<file path="src/rtl/bin2bcd_seq_if.sv">
// -----------------------------------------------------------------------------
// bin2bcd_seq_if
// Request/result bundle for the sequential binary-to-BCD converter.
//   start : conversion request (requester -> converter)
//   bin   : unsigned binary operand, WIDTH bits (requester -> converter)
//   busy  : conversion in progress or completing (converter -> requester)
//   done  : one-cycle pulse, bcd holds a fresh result (converter -> requester)
//   bcd   : packed BCD result, 4*DIGITS bits, digit 0 = units (converter -> requester)
// Modports: master = requester side, slave = converter side.
// -----------------------------------------------------------------------------
interface bin2bcd_seq_if #(
  parameter int WIDTH  = 8,
  parameter int DIGITS = 3
);
  logic                  start;
  logic [WIDTH-1:0]      bin;
  logic                  busy;
  logic                  done;
  logic [4*DIGITS-1:0]   bcd;

  modport master (output start, output bin, input busy, input done, input bcd);
  modport slave  (input start, input bin, output busy, output done, output bcd);
endinterface

</file>
<file path="src/rtl/bin2bcd_seq.sv">
// -----------------------------------------------------------------------------
// bin2bcd_seq
// Sequential double-dabble (shift-add-3) binary-to-BCD converter.
// One conversion takes WIDTH shift cycles plus one DONE cycle; with start held
// high a new conversion begins every WIDTH+2 cycles.
// Ports:
//   clk   : clock, all state updates on the rising edge
//   rst_n : asynchronous active-low reset
//   bus   : bin2bcd_seq_if.slave (start, bin in; busy, done, bcd out)
// All outputs come straight from flops.
// -----------------------------------------------------------------------------
module bin2bcd_seq #(
  parameter int WIDTH  = 8,
  parameter int DIGITS = 3
) (
  input  logic          clk,
  input  logic          rst_n,
  bin2bcd_seq_if.slave  bus
);

  localparam int BCD_W = 4 * DIGITS;
  localparam int CNT_W = $clog2(WIDTH + 1);
  localparam logic [CNT_W-1:0] LAST = CNT_W'(WIDTH - 1);

  typedef enum logic [1:0] {
    IDLE  = 2'd0,
    SHIFT = 2'd1,
    DONE  = 2'd2
  } state_t;

  state_t            state, state_nxt;
  logic [WIDTH-1:0]  sh_q, sh_nxt;
  logic [BCD_W-1:0]  scr_q, scr_nxt;
  logic [BCD_W-1:0]  bcd_q, bcd_nxt;
  logic [CNT_W-1:0]  cnt_q, cnt_nxt;
  logic              busy_q, done_q;

  // Add 3 to every digit that is 5 or more, so that the following left shift
  // carries into the next decimal digit exactly when the doubled value is >= 10.
  function automatic logic [BCD_W-1:0] add3_digits(input logic [BCD_W-1:0] s);
    logic [BCD_W-1:0] r;
    r = s;
    for (int k = 0; k < DIGITS; k++) begin
      if (s[4*k +: 4] >= 4'd5) r[4*k +: 4] = s[4*k +: 4] + 4'd3;
    end
    return r;
  endfunction

  always_comb begin
    state_nxt = state;
    sh_nxt    = sh_q;
    scr_nxt   = scr_q;
    cnt_nxt   = cnt_q;
    bcd_nxt   = bcd_q;
    case (state)
      IDLE: begin
        if (bus.start) begin
          state_nxt = SHIFT;
          sh_nxt    = bus.bin;
          scr_nxt   = '0;
          cnt_nxt   = '0;
        end
      end
      SHIFT: begin
        {scr_nxt, sh_nxt} = {add3_digits(scr_q), sh_q} << 1;
        cnt_nxt           = cnt_q + CNT_W'(1);
        // The last shift's result goes straight to the output register.
        if (cnt_q == LAST) begin
          state_nxt = DONE;
          bcd_nxt   = scr_nxt;
        end
      end
      DONE: begin
        state_nxt = IDLE;
      end
      default: begin
        state_nxt = IDLE;
      end
    endcase
  end

  always_ff @(posedge clk or negedge rst_n) begin
    if (!rst_n) begin
      state  <= IDLE;
      sh_q   <= '0;
      scr_q  <= '0;
      cnt_q  <= '0;
      bcd_q  <= '0;
      busy_q <= 1'b0;
      done_q <= 1'b0;
    end else begin
      state  <= state_nxt;
      sh_q   <= sh_nxt;
      scr_q  <= scr_nxt;
      cnt_q  <= cnt_nxt;
      bcd_q  <= bcd_nxt;
      // Status flags are registered from the next state so they track the
      // FSM cycle-for-cycle without any combinational path to the outputs.
      busy_q <= (state_nxt != IDLE);
      done_q <= (state_nxt == DONE);
    end
  end

  assign bus.busy = busy_q;
  assign bus.done = done_q;
  assign bus.bcd  = bcd_q;

endmodule
</file>
<file path="src/flat_wrapper.sv">
// flat-port wrapper written by rule: the top's interface ports become plain ports
module bin2bcd_seq_flat 
#(
  parameter int WIDTH  = 8,
  parameter int DIGITS = 3
)
  (clk, rst_n, bus_start, bus_bin, bus_busy, bus_done, bus_bcd);
  bin2bcd_seq_if #(.WIDTH(WIDTH), .DIGITS(DIGITS)) bus_i ();
  input  logic clk;
  input  logic rst_n;
  input wire logic [$bits(bus_i.start)-1:0] bus_start;
  input wire logic [$bits(bus_i.bin)-1:0] bus_bin;
  output wire logic [$bits(bus_i.busy)-1:0] bus_busy;
  output wire logic [$bits(bus_i.done)-1:0] bus_done;
  output wire logic [$bits(bus_i.bcd)-1:0] bus_bcd;
  assign bus_i.start = bus_start;
  assign bus_i.bin = bus_bin;
  assign bus_busy = bus_i.busy;
  assign bus_done = bus_i.done;
  assign bus_bcd = bus_i.bcd;
  bin2bcd_seq #(.WIDTH(WIDTH), .DIGITS(DIGITS)) u_core (.clk(clk), .rst_n(rst_n), .bus(bus_i));
endmodule
</file>
<file path="config.mk">
export PLATFORM = sky130hd
export DESIGN_NAME = bin2bcd_seq_flat
export DESIGN_NICKNAME = d
export VERILOG_FILES = /design/src/rtl/bin2bcd_seq_if.sv /design/src/rtl/bin2bcd_seq.sv /design/src/flat_wrapper.sv
export SDC_FILE = /design/constraint.sdc
export NUM_CORES = 1
export LEC_CHECK = 0
export CORE_MARGIN = 10
export CORE_UTILIZATION = 54
export DETAILED_ROUTE_END_ITERATION = 16
export PLACE_DENSITY = 0.83
export SLEW_MARGIN = 20
export SYNTH_ARGS = -nofsm -noshare
export SYNTH_HDL_FRONTEND = slang
export SYNTH_SLANG_ARGS = --single-unit
</file>
<file path="constraint.sdc">
create_clock -name clk -period 1.73 [get_ports clk]
set_input_delay 0.173 -clock clk [delete_from_list [all_inputs] [get_ports clk]]
set_output_delay 0.173 -clock clk [all_outputs]
set_load 0.03 [all_outputs]
</file>
Word-level counts from Yosys, hierarchy flattened
Cells that the tools add are included.
{ "totals": {"reg_bits": 40, "output_inout_bits": 14, "wordCells": 35} }
{ "op_classes": {"reduce_logical": 5, "order_cmp": 3, "n_addsub": 4, "n_eq_ne": 4, "mux": 12} }
{ "ops": {"columns": ["operator", "count"], "rows": [
  ["case mux 12 bit (2 select lines)", 1],
  ["case mux 8 bit (2 select lines)", 1],
  ["greater-or-equal comparator 4 x 3 -> 1 bit, second input constant", 3],
  ["2-to-1 mux 12 bit", 1],
  ["2-to-1 mux 4 bit", 3],
  ["adder 4 x 2 -> 4 bit, second input constant", 2],
  ["2-to-1 mux 8 bit", 1],
  ["case mux 4 bit (2 select lines)", 1],
  ["adder 4 x 1 -> 4 bit, second input constant", 1],
  ["equality test 4 x 3 -> 1 bit, second input constant", 1],
  ["2-to-1 mux 2 bit", 2],
  ["case mux 2 bit (2 select lines)", 1],
  ["AND reduction 2 bit", 2],
  ["nonzero test 2 bit", 2],
  ["adder 3 x 2 -> 3 bit, second input constant", 1],
  ["2-to-1 mux 3 bit", 1],
  ["equality test 2 x 1 -> 1 bit, second input constant", 1],
  ["equality test 2 bit, second input constant", 1],
  ["logical NOT 2 bit", 1],
  ["inequality test 2 bit, second input constant", 1]
]} }

Logic depth before layout (Yosys ltp)
{ "depth": {"depth_word": 4, "depth_mapped": 6, "ltp_nobuf": 6} }

Least setup slack after synthesis
OpenSTA, ideal clock, no wires.
{ "synth_path": {"path_kind": "flip-flop to flip-flop", "from": "register u_core.scr_q[4]", "to": "register u_core.scr_q[6]", "stages_incl_launch_ff": 7, "synth_period_minus_slack_ns": 1.453, "arrival_ns": 1.371, "n_path_buf": 0, "required_ns": 1.647, "setup_slack_ns": 0.277, "cell_sequence": "dfrtp_1 -> inv_1 -> ha_1 -> nand2b_1 -> a21oi_2 -> mux2_2 -> o21ai_0"} }
{ "synth_via": {"elab_chain_len": 3, "elab_cells_between_ends": 4, "classes_between": "add/sub (1); order compare (1); mux (2)"} }
{ "synth_rtl": {"columns": ["element", "line", "source"], "rows": [
  ["start, declared", "bin2bcd_seq.sv:33", "logic [BCD_W-1:0] scr_q, scr_nxt;"],
  ["start signal, assigned", "bin2bcd_seq.sv:94", "scr_q <= scr_nxt;"],
  ["adder 4 x 2 -> 4 bit / greater-or-equal comparator 4 x 3 -> 1 bit (equally long branches)", "bin2bcd_seq.sv:44", "if (s[4*k +: 4] >= 4'd5) r[4*k +: 4] = s[4*k +: 4] + 4'd3;"],
  ["2-to-1 mux 4 bit (*)", "bin2bcd_seq.sv:44", null],
  ["case mux 12 bit (2 select lines) (*)", "bin2bcd_seq.sv:55", "case (state)"]
]} }
Every way passes the cells marked *; elsewhere a longest branch is shown, timed or not.
A chain may end at the register's enable or synchronous reset.

Worst setup path in the final report
{ "layout_path": {"from": "register u_core.scr_q[5]", "to": "register u_core.bcd_q[6] (netlist: u_core.bus.bcd[6])"} }
{ "layout_via": {"elab_chain_len": 2, "elab_cells_between_ends": 3, "classes_between": "add/sub (1); order compare (1); mux (1)"} }
{ "layout_rtl": {"columns": ["element", "line", "source"], "rows": [
  ["adder 4 x 2 -> 4 bit / greater-or-equal comparator 4 x 3 -> 1 bit (equally long branches)", "bin2bcd_seq.sv:44", null],
  ["2-to-1 mux 4 bit (*)", "bin2bcd_seq.sv:44", null],
  ["end signal, assigned", "bin2bcd_seq.sv:96", "bcd_q <= bcd_nxt;"],
  ["end, declared", "bin2bcd_seq.sv:34", "logic [BCD_W-1:0] bcd_q, bcd_nxt;"]
]} }
Marks and branches as above.

==> metrics.md <==
| Metric | Value |
|---|---|
| H-Tree Depth | `2` |
| Critical path capture point type | `flop` |
| Synth area leaders | `dfrtp_1 (53%), o21ai_0 (5.9%), ha_1 (4.7%)` |
| Clock Skew | `roughly 0.012 ns` |
| Total number of vias | `between 1,000 and 1,500` |
| Synth unique cells | `34` |
| Drt via density | `around 5.7` |
| Finish-stage setup viols | `0` |
| Tcrit/Tclk final | `94.7%` |
| Least-Margin Pin Slew | `just over 0.5 ns` |
| Ant. Diodes | `0` |
| Critical Path Max Stage Delay | `~0.42 ns` |
| Post-Layout Cell Count | `roughly 260` |
| Mapped Area | `~1900 sq um` |
| Slack of the worst reg-to-reg path | `roughly 0.092 ns` |
| Critical path class | `reg2reg` |
| PD cells | `1930 nW/um^2` |
| Crit path max-delay cell type | `dfrtp_1` |
| Share of layout cells above drive strength 1 | `between 10% and 20%` |
| CORE AREA | `around 3400 sq um` |
| Worst-case clock buffer depth | `2` |
| Final GP Congestion | `0.846` |
| F_max | `between 0.6 and 0.7 GHz` |
| WL/cell | `between 15 and 20 microns` |
| Worst reg2reg endpoint | `u_core.bus.bcd[6]` |
| Max Cap Viol | `0` |
| PortBufs | `24` |
| Post-route setup TNS | `0 ns` |
| CTS Sinks | `40` |
| Antenna Nets Post-Route | `0` |
| Startpoint types | `flop` |
| Die height | `79.0 microns` |
| Final count of hold timing violations | `0` |
| Syn-to-layout area delta | `21.5%` |
| Avg Inst Size Synth | `10.8 sq um` |
| Number of DRC markers in iteration 0 | `128` |
| Post-synthesis sequential area ratio | `roughly 53%` |
| Worst VDD drop | `between 0.6 and 0.7 mV` |
| DRC | `0` |
| Synth Net Count | `between 150 and 200` |
| Initial antenna violation count | `0` |
| Die ar. | `between 6000 and 7000 sq um` |
| Final Hold Slack | `about 0.39 ns` |
| CP Launch Point | `u_core.scr_q[5]` |
| Worst r2r src | `u_core.scr_q[5]` |
| Drt first pass iters | `4` |
| Hold Path Class | `in2async` |
| Clk root buf | `clkbuf_4` |
| Placed insts | `around 250` |
| Cell with the most instances after synthesis | `dfrtp_1` |
| Worst EP arrival | `about 1.9 ns` |
| First-pass GRT wire length | `roughly 6700 microns` |
| Clock latency on the worst-skew pair | `0.35 ns` |
| Family with the most delay on the worst path | `flip-flops` |
| Max-slew violation count | `0` |
| R2r worst-path depth | `6` |
| Crit path to | `u_core.bus.bcd[6]` |
| CP bufs+invs | `1` |
| CP Max Fanout | `4` |
| Number of global-route vias before repair | `~1,500` |
| Synth area leader | `dfrtp_1` |
| CP Data Required Time | `roughly 2.0 ns` |
| Post-synth EDFFs | `0` |
| Site row count | `21` |
| Post-synth top cells | `dfrtp_1 (40), o21ai_0 (22), nand2_1 (13)` |
| Synthesis-stage register bit count | `40` |
| CTS Buf Count | `5` |
| CTS tree | `done` |
| Normalized max-slew margin | `between 60% and 70%` |
| # nets final | `227` |
| Synth Instances | `between 150 and 200` |
| Pleak | `0.000998 uW` |
| Die Width | `roughly 80 microns` |
| I/O pins | `25` |
| Total wire length | `just under 4000 microns` |
| Synth warnings | `0` |
| WP depth | `6` |
| Cell Chain, Critical Path | `inv_1 -> ha_1 -> nand2b_1 -> a21oi_2 -> mux2_2 -> a21oi_1` |
| Ys flop type | `dfrtp_1` |
| DP Wirelength | `2810 microns` |
| Ys async rst share | `100%` |
| Min Tclk post-route | `between 1.5 and 2 ns` |
| Largest net degree at the start of global routing | `41` |
| Initial core utilization | `between 50% and 60%` |
| Clock transition at the registers of the reported paths | `about 0.12 ns` |
| Status | `finished, final reports clean` |
| Grt ovf | `0` |
| Yosys top cell area share | `between 50% and 60%` |
| GR Util All Layers | `between 10% and 20%` |
| RSZ-0062 raised after global routing | `no` |
[cell type report]
type,count,area (sq um)
well taps,46,57.6
flip-flops and latches,40,1000
inverters,8,30.0
clock buffers,6,41.3
multi-input cells,119,800
repair buffers,35,320
fillers,285,1080
clock inverters,2,35.0
[worst reg2reg max path, cell delays in order, from the launching register on]
cell      delay (ns)
dfrtp_1         0.42
inv_1           0.10
ha_1            0.22
nand2b_1        0.11
a21oi_2         0.16
mux2_2          0.38
a21oi_1         0.18
[cells in the final DEF (no fill, tap or decap), types with 6 or more instances in the layout]
cell type	n
a21oi_1	12
a22oi_1	7
buf_4	10
clkdlybuf4s50_1	23
dfrtp_1	40
ha_1	7
inv_1	7
nand2_1	13
nor2_1	9
nor2b_1	6
o21ai_0	22
[where the power goes]
part	switching [uW]	internal, uW
registers	320	1330
clock network	305	303
logic	1150	1000
total	1770	2630
[metal layers]
metal  wire (microns)  vias up  global-route usage (%)
met5                0        -                       0
met4               93        0                    5.56
met3              246       16                    5.18
met2             1880       43                    22.2
met1             1650      706                    14.3
li1                 -      682                       -
[flip-flops by register name (all words and copies together) (netlist names)]
name	flops
u_core.bus.busy	1
u_core.state	2
u_core.sh_q	8
u_core.cnt_q	4
u_core.scr_q	12
u_core.bus.done	1
u_core.bus.bcd	12
[stage by stage]
stage	power, uW	util (%)	setup slack (ns)	area, sq um
floorplan	3070	-	0.277	1880
global placement	3650	64.9	0.190	2180
detailed placement	3770	64.9	0.133	2180
CTS	4380	67.5	0.103	2270
global route	4730	67.9	0.00460	2280
finish	4400	67.9	0.0919	2280
[repair_timing]
action                                  in CTS  in global routing
gates resized for setup                      0                  0
hold endpoints to repair                    40                  0
setup buffers                                0                  2
hold buffers                                 1                  0
endpoints found under the setup margin       0                  2
[worst min-delay path by stage]
stage | from | slack, ns | endpoint
detailed placement | rst_n | 0.26 | u_core.bus.bcd[9]
floorplan | rst_n | -0.12 | u_core.bus.bcd[0]
finish | rst_n | 0.39 | u_core.bus.bcd[9]
global placement | rst_n | 0.25 | u_core.bus.bcd[9]
CTS | rst_n | 0.40 | u_core.scr_q[0]
global route | rst_n | 0.40 | u_core.scr_q[0]
[logic make-up (layout without fill, tap and decap cells)]
kind of cell               Yosys count  count (layout)  share of synthesized area (%)
xor gates and xnor gates             3               3                           1.40
AOI/OAI and AO/OA                   56              56                           18.4
buffers and inverters               15              51                           4.26
muxes                                8               8                           5.52
DFF                                 40              40                           53.2
and+or+nand+nor                     45              45                           12.5
adders and majority gates            7               7                           4.66
(Power assumes the default switching activity.)
